`src/rtl/n101_gnrl_icb2wishb_split_pkg.sv`:
```
// Shared types and helpers for the ICB-to-Wishbone split bridge.
//   state_t      : bridge FSM states (IDLE, BEAT, RSP)
//   GIW          : width of a lane-group index (at most 4 groups)
//   wb_dw_legal  : true for the supported Wishbone data widths
//   calc_be      : byte enables of an ICB command
package n101_gnrl_icb2wishb_split_pkg;

  typedef enum logic [1:0] {
    ST_IDLE = 2'd0,
    ST_BEAT = 2'd1,
    ST_RSP  = 2'd2
  } state_t;

  localparam int unsigned GIW = 2;

  function automatic bit wb_dw_legal(input int unsigned dw);
    return (dw == 8) || (dw == 16) || (dw == 32);
  endfunction

  // Writes use the mask as-is; reads derive lanes from size and address.
  // Size 3 is treated as a word read.
  function automatic logic [3:0] calc_be(input logic       rd,
                                         input logic [1:0] size,
                                         input logic [1:0] lo,
                                         input logic [3:0] wmask);
    logic [3:0] be;
    if (!rd) begin
      be = wmask;
    end else begin
      case (size)
        2'd0:    be = 4'b0001 << lo;
        2'd1:    be = lo[1] ? 4'b1100 : 4'b0011;
        default: be = 4'b1111;
      endcase
    end
    return be;
  endfunction

endpackage

```
`src/rtl/n101_gnrl_icb2wishb_grpsel.sv`:
```
// Lane-group selector: finds the next group with a nonzero byte-enable
// slice and returns that group's byte enables.
//   be         in  4        byte enables of the whole access
//   cur_g      in  GIW      group currently on the bus
//   from_start in  1        1: search from group 0 inclusive; 0: search after cur_g
//   has_next   out 1        an active group was found
//   next_g     out GIW      index of that group
//   sel        out WB_DW/8  byte enables of next_g
module n101_gnrl_icb2wishb_grpsel
  import n101_gnrl_icb2wishb_split_pkg::*;
#(
  parameter int unsigned WB_DW = 8
) (
  input  logic [3:0]         be,
  input  logic [GIW-1:0]     cur_g,
  input  logic               from_start,
  output logic               has_next,
  output logic [GIW-1:0]     next_g,
  output logic [WB_DW/8-1:0] sel
);

  localparam int unsigned GW = WB_DW / 8;
  localparam int unsigned NB = 32 / WB_DW;

  always_comb begin
    has_next = 1'b0;
    next_g   = '0;
    for (int unsigned g = 0; g < NB; g++) begin
      if (!has_next && (from_start || (g > 32'(cur_g))) && (|be[g*GW +: GW])) begin
        has_next = 1'b1;
        next_g   = GIW'(g);
      end
    end
  end

  assign sel = be[32'(next_g)*GW +: GW];

endmodule

```
`src/rtl/n101_gnrl_icb2wishb_split.sv`:
```
// ICB (32-bit) to narrow Wishbone bridge. Each ICB access is split into one
// Wishbone beat per active lane group; read data is assembled lane-aligned.
//   clk, rst_n          clock, asynchronous active-low reset
//   i_icb_cmd_*         ICB command channel (accepted in IDLE only)
//   i_icb_rsp_*         ICB response channel, held until rsp_ready
//   wb_adr/dat_w/sel/we Wishbone request of the current beat (registered)
//   wb_stb, wb_cyc      strobe / cycle, identical
//   wb_dat_r/ack/err    Wishbone beat completion
module n101_gnrl_icb2wishb_split
  import n101_gnrl_icb2wishb_split_pkg::*;
#(
  parameter int unsigned AW      = 32,
  parameter int unsigned WB_DW   = 8,
  parameter int unsigned TMO_CYC = 255
) (
  input  logic               clk,
  input  logic               rst_n,
  input  logic               i_icb_cmd_valid,
  output logic               i_icb_cmd_ready,
  input  logic               i_icb_cmd_read,
  input  logic [AW-1:0]      i_icb_cmd_addr,
  input  logic [31:0]        i_icb_cmd_wdata,
  input  logic [3:0]         i_icb_cmd_wmask,
  input  logic [1:0]         i_icb_cmd_size,
  output logic               i_icb_rsp_valid,
  input  logic               i_icb_rsp_ready,
  output logic               i_icb_rsp_err,
  output logic [31:0]        i_icb_rsp_rdata,
  output logic [AW-1:0]      wb_adr,
  output logic [WB_DW-1:0]   wb_dat_w,
  output logic [WB_DW/8-1:0] wb_sel,
  input  logic [WB_DW-1:0]   wb_dat_r,
  output logic               wb_we,
  output logic               wb_stb,
  output logic               wb_cyc,
  input  logic               wb_ack,
  input  logic               wb_err
);

  localparam int unsigned GW       = WB_DW / 8;
  localparam int unsigned TW       = (TMO_CYC < 2) ? 1 : $clog2(TMO_CYC + 1);
  localparam int unsigned TMO_LAST = (TMO_CYC == 0) ? 0 : TMO_CYC - 1;

  if (!wb_dw_legal(WB_DW)) begin : g_bad_dw
    $error("n101_gnrl_icb2wishb_split: WB_DW must be 8, 16 or 32");
  end

  state_t             state;
  logic [AW-3:0]      addr_q;
  logic [31:0]        wdata_q;
  logic [3:0]         be_q;
  logic               read_q;
  logic [GIW-1:0]     cur_g;
  logic [TW-1:0]      tmo_cnt;
  logic               cmd_ready_q;
  logic               stb_q;
  logic               we_q;
  logic               rsp_valid_q;
  logic               err_q;
  logic [31:0]        rdata_q;
  logic [AW-1:0]      adr_q;
  logic [WB_DW-1:0]   dat_w_q;
  logic [GW-1:0]      sel_q;

  // In IDLE the selector looks at the incoming command so the first beat
  // can be registered on the accept edge; afterwards it walks the latched BE.
  logic               idle;
  logic [3:0]         be_cmd;
  logic [3:0]         gs_be;
  logic [31:0]        wdata_src;
  logic [AW-3:0]      addr_src;
  logic               has_next;
  logic [GIW-1:0]     next_g;
  logic [GW-1:0]      next_sel;
  logic [AW-1:0]      next_adr;
  logic [WB_DW-1:0]   next_dat;
  logic               timeout;

  assign idle      = (state == ST_IDLE);
  assign be_cmd    = calc_be(i_icb_cmd_read, i_icb_cmd_size, i_icb_cmd_addr[1:0], i_icb_cmd_wmask);
  assign gs_be     = idle ? be_cmd : be_q;
  assign wdata_src = idle ? i_icb_cmd_wdata : wdata_q;
  assign addr_src  = idle ? i_icb_cmd_addr[AW-1:2] : addr_q;
  assign next_adr  = {addr_src, 2'(32'(next_g) * GW)};
  assign next_dat  = wdata_src[32'(next_g)*WB_DW +: WB_DW];
  assign timeout   = (TMO_CYC != 0) && (32'(tmo_cnt) >= TMO_LAST);

  n101_gnrl_icb2wishb_grpsel #(
    .WB_DW(WB_DW)
  ) u_grpsel (
    .be        (gs_be),
    .cur_g     (cur_g),
    .from_start(idle),
    .has_next  (has_next),
    .next_g    (next_g),
    .sel       (next_sel)
  );

  always_ff @(posedge clk or negedge rst_n) begin
    if (!rst_n) begin
      state       <= ST_IDLE;
      addr_q      <= '0;
      wdata_q     <= '0;
      be_q        <= '0;
      read_q      <= 1'b0;
      cur_g       <= '0;
      tmo_cnt     <= '0;
      cmd_ready_q <= 1'b0;
      stb_q       <= 1'b0;
      we_q        <= 1'b0;
      rsp_valid_q <= 1'b0;
      err_q       <= 1'b0;
      rdata_q     <= '0;
      adr_q       <= '0;
      dat_w_q     <= '0;
      sel_q       <= '0;
    end else begin
      case (state)
        ST_IDLE: begin
          cmd_ready_q <= 1'b1;
          if (cmd_ready_q && i_icb_cmd_valid) begin
            cmd_ready_q <= 1'b0;
            addr_q      <= i_icb_cmd_addr[AW-1:2];
            wdata_q     <= i_icb_cmd_wdata;
            be_q        <= be_cmd;
            read_q      <= i_icb_cmd_read;
            rdata_q     <= '0;
            err_q       <= 1'b0;
            if (has_next) begin
              state   <= ST_BEAT;
              cur_g   <= next_g;
              tmo_cnt <= '0;
              stb_q   <= 1'b1;
              we_q    <= !i_icb_cmd_read;
              adr_q   <= next_adr;
              dat_w_q <= next_dat;
              sel_q   <= next_sel;
            end else begin
              state       <= ST_RSP;
              rsp_valid_q <= 1'b1;
            end
          end
        end
        ST_BEAT: begin
          // err takes priority over a simultaneous ack; that beat's data is dropped.
          if (wb_err || (!wb_ack && timeout)) begin
            state       <= ST_RSP;
            stb_q       <= 1'b0;
            we_q        <= 1'b0;
            err_q       <= 1'b1;
            rsp_valid_q <= 1'b1;
          end else if (wb_ack) begin
            if (read_q) begin
              rdata_q[32'(cur_g)*WB_DW +: WB_DW] <= wb_dat_r;
            end
            if (has_next) begin
              cur_g   <= next_g;
              tmo_cnt <= '0;
              adr_q   <= next_adr;
              dat_w_q <= next_dat;
              sel_q   <= next_sel;
            end else begin
              state       <= ST_RSP;
              stb_q       <= 1'b0;
              we_q        <= 1'b0;
              rsp_valid_q <= 1'b1;
            end
          end else if (32'(tmo_cnt) < TMO_CYC) begin
            tmo_cnt <= tmo_cnt + 1'b1;
          end
        end
        ST_RSP: begin
          if (i_icb_rsp_ready) begin
            state       <= ST_IDLE;
            rsp_valid_q <= 1'b0;
            cmd_ready_q <= 1'b1;
          end
        end
        default: state <= ST_IDLE;
      endcase
    end
  end

  assign i_icb_cmd_ready = cmd_ready_q;
  assign i_icb_rsp_valid = rsp_valid_q;
  assign i_icb_rsp_err   = err_q;
  assign i_icb_rsp_rdata = rdata_q;
  assign wb_adr          = adr_q;
  assign wb_dat_w        = dat_w_q;
  assign wb_sel          = sel_q;
  assign wb_we           = we_q;
  assign wb_stb          = stb_q;
  assign wb_cyc          = stb_q;

endmodule

```
`config.mk`:
```
export PLATFORM = sky130hd
export DESIGN_NAME = n101_gnrl_icb2wishb_split
export DESIGN_NICKNAME = d
export VERILOG_FILES = /design/src/rtl/n101_gnrl_icb2wishb_split_pkg.sv /design/src/rtl/n101_gnrl_icb2wishb_grpsel.sv /design/src/rtl/n101_gnrl_icb2wishb_split.sv
export SDC_FILE = /design/constraint.sdc
export NUM_CORES = 1
export LEC_CHECK = 0
export CORE_ASPECT_RATIO = 0.8
export CORE_MARGIN = 10
export CORE_UTILIZATION = 46
export DETAILED_ROUTE_END_ITERATION = 8
export PLACE_DENSITY = 0.77
export SETUP_SLACK_MARGIN = 0.4
export SLEW_MARGIN = 30
export SYNTH_ARGS = -nofsm -noshare
export SYNTH_HDL_FRONTEND = slang
export SYNTH_SLANG_ARGS = --single-unit
```
`constraint.sdc`:
```
create_clock -name clk -period 2.3 [get_ports clk]
set_input_delay 0.575 -clock clk [delete_from_list [all_inputs] [get_ports clk]]
set_output_delay 0.575 -clock clk [all_outputs]
set_load 0.05 [all_outputs]
```
Word-level counts from Yosys, hierarchy flattened
Index checks and enable logic that the tools add are counted.
Widths: inputs -> output; s select.

operators by class
  $add $sub $neg = 2
  multiplexer cells = 73
  shift operators = 5
  order comparisons = 5
  reduce and logical (&&, ||, !) cells = 32
  equality and inequality tests = 13

operator list
  kind                     count
  $mux 32                  9
  $pmux 32 s2              2
  $mux 8                   9
  $neg 5->34               1
  $shift 8x34->32 const A  1
  $shiftx 8x34->32         1
  $bwmux 32                1
  $pmux 8 s2               2
  $shiftx 32x6->8          1
  $mux 30                  1
  $mux 1                   25
  $mux 2                   12
  $reduce_and 4->1         4
  $mux 4                   3
  $ne 2x2->1 const B       5
  $pmux 1 s2               5
  $reduce_and 5->1         2
  $logic_and 1x1->1        9
  $ne 3x3->1 const B       3
  $add 8x1->8 const B      1
  $ge 8x8->1 const B       1
  $lt 8x8->1 const B       1
  $pmux 4 s2               1
  $pmux 2 s3               1
  other kinds (16)         29

storage, ports and cells
  register bits = 157
  input port bits = 85
  output and inout port bits = 79

Depth between registers and ports, before layout
Gate-level depths: netlist of run 1.

  word-level depth = 23
  gate-level depth with buffers = 10
  mapped depth without buffers = 8

By module
A second synthesis of run 1 with hierarchy kept.

second synthesis, totals
  cell total of the unflattened synthesis = 630
  area, all modules = 7631.1 um^2

by module, submodules not included
  module                      sequential area each (um^2)  times used  area each (um^2)  cells an instance
  n101_gnrl_icb2wishb_split   3878.7                       1           7472.2            607
  n101_gnrl_icb2wishb_grpsel  0.0                          1           158.9             23

Worst setup path after synthesis of run 1
No wires, ideal clock.

  path type = reg2reg
  start = register cur_g[0]
  end = register stb_q (netlist: wb_cyc)
  slack = -509 ps
  cell stages (with the launch flop) = 8
  data required time = 2172 ps
  clock period less this slack = 2809 ps
  buffers on the path = 1
  library setup time = 128 ps
  data arrival time = 2682 ps
  cells stage by stage = dfrtp_1 > inv_1 > ha_1 > and3_2 > clkdlybuf4s15_1 > o41a_1 > a211o_1 > mux2_1

between the ends
  word-level cells in the longest chain between the ends = 15
  elaborated cells between the ends (all ways) = 20

ends and longest elaborated chain
  element                                                           line                              text
  start: declaration                                                n101_gnrl_icb2wishb_split.sv:53   logic [GIW-1:0] cur_g;
  start signal: assignment                                          n101_gnrl_icb2wishb_split.sv:131  cur_g <= next_g;
  start signal: assignment                                          n101_gnrl_icb2wishb_split.sv:157  cur_g <= next_g;
  $gt 1x2->1                                                        n101_gnrl_icb2wishb_grpsel.sv:29  if (!has_next && (from_start || (g > 32'(cur_g))) && (|be[g*GW +: GW])) begin
  $logic_or 1x1->1                                                  n101_gnrl_icb2wishb_grpsel.sv:29
  $logic_and 1x1->1 (2 in a row)                                    n101_gnrl_icb2wishb_grpsel.sv:29
  $mux 1                                                            n101_gnrl_icb2wishb_grpsel.sv:29
  $logic_not 1->1                                                   n101_gnrl_icb2wishb_grpsel.sv:29
  $logic_and 1x1->1 (2 in a row)                                    n101_gnrl_icb2wishb_grpsel.sv:29
  $mux 1                                                            n101_gnrl_icb2wishb_grpsel.sv:29
  $logic_not 1->1                                                   n101_gnrl_icb2wishb_grpsel.sv:29
  $logic_and 1x1->1 (2 in a row)                                    n101_gnrl_icb2wishb_grpsel.sv:29
  $mux 1 *                                                          n101_gnrl_icb2wishb_grpsel.sv:29
  $ne 3x3->1 (no source line) / $ne 2x1->1 (equally long branches)  n/a
  $reduce_and 5->1 (no source line) *                               n/a
  end signal: assignment                                            n101_gnrl_icb2wishb_split.sv:109  stb_q <= 1'b0;
  end signal: assignment                                            n101_gnrl_icb2wishb_split.sv:133  stb_q <= 1'b1;
  end signal: assignment                                            n101_gnrl_icb2wishb_split.sv:148  stb_q <= 1'b0;
  end: declaration                                                  n101_gnrl_icb2wishb_split.sv:56   logic stb_q;

Every way passes the cells marked *; elsewhere a longest branch is shown, timed or not.
A chain may end at the register's enable or synchronous reset.

Final worst setup path of run 1
Ends and elaborated chain as after synthesis.

==> results.yml, run 1 <==
run_status:
  outcome: "complete, no violations"
power:
  power.density_mw_per_mm2: 1720
  pwr-share-comb: 0.627
  swShare: 0.438
  finalPower_mw: 20.1
  clkPwrFrac: 0.145
  intPower_mw: 11.3
  vdd_ir_drop_max_mv: 0.860
  power_switching_mw: 8.81
  seq_power_share: 0.228
  p_leak_nw: 5.21
worst_setup_path:
  end_kind: "register"
  r2r_start: "cur_g[0]"
  r2r_slack_ns: 0.01
  crit_chain: "inv_4 > ha_4 > inv_2 > a31oi_4 > a32oi_4 > o41a_1 > a211o_1 > mux2_4"
  cp_slowest_cell: "dfrtp_4"
  cpPeakStageDelay_ns: 0.51
  path_class: "register to register"
  r2r_end: "wb_cyc"
  cp_max_fo: 4
  cp.required_ns: 2.61
  cp.arrival_ns: 2.59
  startpoint_type: "register"
  worstRegToRegCells: 8
floorplan:
  die_y_um: 132
  coreArea_mm2: 0.0152
  fp-row-count: 40
  dieArea_mm2: 0.0211
  initial_utilization: 0.474
  die_width_um: 160
  ioPinCount: 164
run:
  maxCapViolations: 0
hold_path:
  hold_path_class: "register to register"
  min_path_cells: 2
  worstHoldStart: "wb_adr[4]"
  hold_end: "wb_adr[4]"
route:
  drtPass1Iterations: 5
  num_vias: 6699
  wl_per_cell_um: 23.7
  totalWireLength_mm: 26.8
  remaining_drc_errors: 0
  drt_iter0_markers: 489
  antenna_left: 0
  via_per_inst: 5.92
synthesis:
  syn_area_per_cell_um2: 11.5
  async_reset_ff_frac: 1.00
  postSynthCellCount: 628
  synth.distinct_cells: 59
  ys_seq_elements: 154
  syn_nets: 724
  syn_area_mm2: 0.00721
  synth-edff-count: 0
  yosysWarnings: 0
  ys.flop_type: "dfrtp_1"
  synth_seq_area_share: 0.534
cells_and_area:
  regArea_mm2: 0.00386
  fin_area_mm2: 0.0117
  final_layout_size_suffix_gt1_frac: 0.481
  synthToLayoutAreaGrowth_pct: 61.8
  mostFrequentLayoutCells: "dfrtp_1, clkdlybuf4s50_1, mux2_2"
  final_util: 0.767
  fin_nets: 1001
  multi_input_area_mm2: 0.00403
  n_fill_cell: 904
  final_common_cell: "dfrtp_1"
sta:
  slew_headroom: 0.644
  period_minus_slack_ns: 2.29
  rsz0062_at_grt: "yes"
  finClkSkew_ns: 0.0111
  drv_slew: 0
  worst_slew_pin_slew_ns: 0.535
  hold_viol: 0
  hold_ws_ns: 0.483
  post-route-period-util: 0.994
  fmax_mhz: 437
  setup_viol: 0
global_routing:
  overflow: 0
  grt_first_pass_wirelength_mm: 38.1
  grt.total_usage: 0.222
  groute.layer.met1.usage: 0.281
  grt_max_degree: 81
  gr-usage-met3: 0.0624
  antenna_found_initial: 4
  grt_use_met2: 0.362
  grt_pass1_vias: 6724
  globalRoute.busiestLayer: "met2"
place:
  gp_congestion: 0.887
  dpl_cell_area_mm2: 0.00952
  portBuffers: 163
  dpl.hpwl_mm: 14.9
clocking:
  cts_made_buffers: 17
  cts_htree_levels: 4
  clock_latency_ns: 0.43
  clkTransAtPathRegs_ns: 0.06
  cts-root-buf: "clkbuf_16"
  tritoncts: "yes"
  clock_sinks: 154
  cts_buffer_depth: 2
==> stage by stage <==
| step | setup TNS, ns | std cells | setup slack (ns) |
|---|---|---|---|
| after floorplan | -3.35 | 628 | -0.234 |
| after CTS | 0 | 1106 | 0.128 |
| after detailed placement | -38.28 | 1022 | -0.784 |
| final | 0 | 1131 | 0.0130 |
| after global routing | -0.0400 | 1129 | -0.0207 |
| after global placement | -34.56 | 1022 | -0.720 |
==> worst max-delay path, delay by kind of cell (launching register included) <==
family / cells / cell delay (ns)
flops: 1 / 0.51
compound gates: 4 / 1.06
mux: 1 / 0.32
buf+inv: 2 / 0.14
fa+ha+maj: 1 / 0.13
==> state kept, by name (all words and copies together) (netlist names) <==
signal,count
i_icb_rsp_err,1
i_icb_rsp_valid,1
cur_g,1
state,2
be_q,3
wb_we,1
wb_dat_w,8
addr_q,30
tmo_cnt,8
read_q,1
i_icb_cmd_ready,1
wdata_q,32
wb_adr,31
wb_sel,1
i_icb_rsp_rdata,32
wb_cyc,1
==> worst max-delay path by stage <==
stage	start	endpoint	slack, ns
after floorplan	i_icb_cmd_read	wb_cyc	-0.23
after global placement	i_icb_cmd_read	wb_cyc	-0.72
after detailed placement	i_icb_cmd_read	wb_cyc	-0.78
after CTS	cur_g[0]	wb_cyc	0.13
after global routing	state[1]	wb_adr[28]	-0.02
final	cur_g[0]	wb_cyc	0.01
==> power groups by stage <==
stage / registers (mW) / clock network, mW / logic (mW)
after global placement: 4.40 / 0 / 7.98
final: 4.60 / 2.91 / 12.6
after detailed placement: 4.48 / 0 / 8.23
after floorplan: 5.83 / 0 / 4.06
after global routing: 4.70 / 3.06 / 13.1
after CTS: 4.47 / 2.90 / 11.2
==> synth_stat cells, drive strengths merged, types with 3 or more instances <==
cell type / count / area [um2]
nor2b: 5 / 31.3
nor4: 3 / 31.3
a21oi: 19 / 95.1
o21ai: 61 / 305
o31ai: 4 / 30.0
and3: 3 / 20.0
mux2i: 51 / 510
inv: 14 / 52.6
a221oi: 3 / 26.3
a22o: 16 / 140
a211oi: 5 / 42.5
nor2: 19 / 71.3
buf: 18 / 103
a31o: 4 / 35.0
nand2: 77 / 289
a31oi: 12 / 81.3
ha: 11 / 138
clkbuf: 12 / 45.0
a221o: 3 / 30.0
nor3: 3 / 20.0
mux2: 74 / 841
nand3: 10 / 55.1
o211ai: 6 / 45.0
nand2b: 3 / 18.8
o22ai: 6 / 37.5
a211o: 6 / 52.6
nand4: 4 / 25.0
dfrtp: 154 / 3850
==> layout make-up <==
class / count / area share
flip-flops and latches: 154 / 0.331
clock buffers: 21 / 0.0395
repair buffers: 287 / 0.244
inverters: 15 / 0.00525
well taps: 210 / 0.0225
diodes: 3 / 0.000643
clock inverters: 11 / 0.0123
multi-input cells: 430 / 0.345
==> logic make-up after synthesis <==
| logic type | after synthesis | synth area share |
|---|---|---|
| AO/OA/AOI/OAI | 159 | 0.145 |
| adder cells (fa/ha/maj) | 11 | 0.0191 |
| AND/OR/NAND/NOR | 133 | 0.0848 |
| buffers and inverters | 46 | 0.0297 |
| flip-flops | 154 | 0.534 |
| multiplexers | 125 | 0.187 |
==> layer usage <==
layer  vias to the layer above  wire length, um
met5                         -               13
met4                         2              825
met3                        80             1990
met2                       357            12900
met1                      3398            11100
li1                       2862                -
==> what timing repair did <==
action	4_1_cts	5_1_grt
hold buffers	1	0
setup buffers	39	20
gates cloned	12	2
setup endpoints to repair	163	144
endpoints found under the hold margin	7	0
pin swaps	61	39
gates resized for setup	337	170
Power figures use the tool's default switching activity.
==> run 2: changes to the inputs <==
--- a/config.mk
+++ b/config.mk
@@ -7,9 +7,8 @@
 export LEC_CHECK = 0
 export CORE_ASPECT_RATIO = 0.8
 export CORE_MARGIN = 10
-export CORE_UTILIZATION = 46
+export CORE_UTILIZATION = 31
 export DETAILED_ROUTE_END_ITERATION = 8
-export PLACE_DENSITY = 0.77
 export SETUP_SLACK_MARGIN = 0.4
 export SLEW_MARGIN = 30
 export SYNTH_ARGS = -nofsm -noshare
==> run 2 against run 1 <==
- fmax grew 6.0%
- clock power grew 3%
- clock skew shrank 0.0017 ns
- sequential power shrank 2%
- highest routed layer unchanged
- sequential share of layout area grew 0.53 points
- worst setup slack gained 0.13 ns
- die area grew 41%
==> results.yml, run 2 (synthesis gave the netlist of run 1 again) <==
run_status:
  outcome: "complete, no violations"
route:
  drt_iter0_markers: 277
  totalWireLength_mm: 22.7
  remaining_drc_errors: 0
  via_per_inst: 4.92
  wl_per_cell_um: 18.9
  drtPass1Iterations: 4
  antenna_left: 0
  num_vias: 5903
floorplan:
  initial_utilization: 0.318
  fp-row-count: 49
  dieArea_mm2: 0.0298
  ioPinCount: 164
  die_y_um: 156
  coreArea_mm2: 0.0227
  die_width_um: 191
clocking:
  cts_htree_levels: 4
  cts_made_buffers: 17
  cts-root-buf: "clkbuf_16"
  clock_latency_ns: 0.43
  tritoncts: "yes"
  cts_buffer_depth: 2
  cts_hold_buf: 0
  clock_sinks: 154
  clkTransAtPathRegs_ns: 0.06
global_routing:
  antenna_found_initial: 3
  overflow: 0
  grt_pass1_vias: 5993
  grt.total_usage: 0.145
  grt_first_pass_wirelength_mm: 34.2
  grt_max_degree: 66
sta:
  finClkSkew_ns: 0.00942
  setup_viol: 0
  period_minus_slack_ns: 2.16
  worst_slew_pin_slew_ns: 0.618
  rsz0062_at_grt: "yes"
  slew_headroom: 0.586
  hold_viol: 0
  final.setup.tns_ns: 0
  fmax_mhz: 463
  post-route-period-util: 0.938
  drv_slew: 0
  fin_ws_ns: 0.141
cells_and_area:
  synthToLayoutAreaGrowth_pct: 59.3
  fin_nets: 977
  layout.cells.non_filler: 1200
  final_layout_size_suffix_gt1_frac: 0.443
  mostFrequentLayoutCells: "dfrtp_1, clkdlybuf4s50_1, mux2_2"
  n_fill_cell: 2034
  final_common_cell: "dfrtp_1"
worst_setup_path:
  r2r_slack_ns: 0.14
  crit_chain: "ha_4 > or2b_4 > a32oi_4 > buf_6 > o31ai_4 > buf_6 > buf_12 > buf_12 > buf_16 > nand2_2 > o21ai_2"
  crit_family: "buffers and inverters"
  end_kind: "register"
  cp_max_fo: 5
  cp_slowest_cell: "dfrtp_4"
  cp.required_ns: 2.62
  cpPeakStageDelay_ns: 0.51
  path_buf_inv: 5
  startpoint_type: "register"
  cp.arrival_ns: 2.48
  path_class: "register to register"
place:
  gp_congestion: 0.823
  portBuffers: 163
  dpl.hpwl_mm: 15.1
  dp.cells: 1122
  place_ws_ns: -0.685
power:
  p_leak_nw: 5.04
  power.density_mw_per_mm2: 1670
  finalPower_mw: 19.2
  vdd_ir_drop_max_mv: 0.786
hold_path:
  hold_path_class: "primary input to async pin"
run:
  maxCapViolations: 0
## run 2: report_power, final
part	switching (mW)	internal, mW	total, mW
clock	1.22	1.78	2.99
combinational	6.16	5.51	11.7
sequential	0.698	3.82	4.52
## run 2: repair_timing
item,in CTS,in global routing
setup endpoints to repair,179,113
pin swaps,39,59
hold endpoints to repair,0,0
setup buffers,24,11
gates resized for setup,301,140
cloned,6,5
## run 2: layout make-up
type,count,area (um2),area share
sequential,154,3860,0.336
inverter,15,63.8,0.00555
clock inverter,12,163,0.0142
multi-input combinational,430,3840,0.334
timing repair buffer,263,2730,0.237
tap,306,383,0.0333
antenna,1,2.50,0.000218
clock buffer,19,453,0.0394
## run 2: worst paths after layout
kind / endpoint / cells after the start / startpoint
min in group clk: wb_adr[5] / 2 / wb_adr[5]
max in group asynchronous: cur_g[0] / 2 / rst_n
min reg2reg: wb_adr[5] / 2 / wb_adr[5]
max: wb_adr[10] / 11 / cur_g[0]
min: wb_adr[26] / 1 / rst_n
max reg2reg: wb_adr[10] / 11 / cur_g[0]
## run 2: metal layers
| metal | GRT usage | share of wire |
|---|---|---|
| met5 | 0 | 0.00093 |
| met4 | 0.0314 | 0.0066 |
| met3 | 0.0524 | 0.061 |
| met2 | 0.209 | 0.43 |
| met1 | 0.203 | 0.50 |
## run 2: stage by stage
step,utilization,cell area [um2],hold slack (ns)
2_1_floorplan,-,7330,0.279
3_3_place_gp,0.427,9690,0.462
3_5_place_dp,0.427,9690,0.455
4_1_cts,0.487,11000,0.0690
5_1_grt,0.506,11500,0.0890
6_report,0.506,11500,0.0619
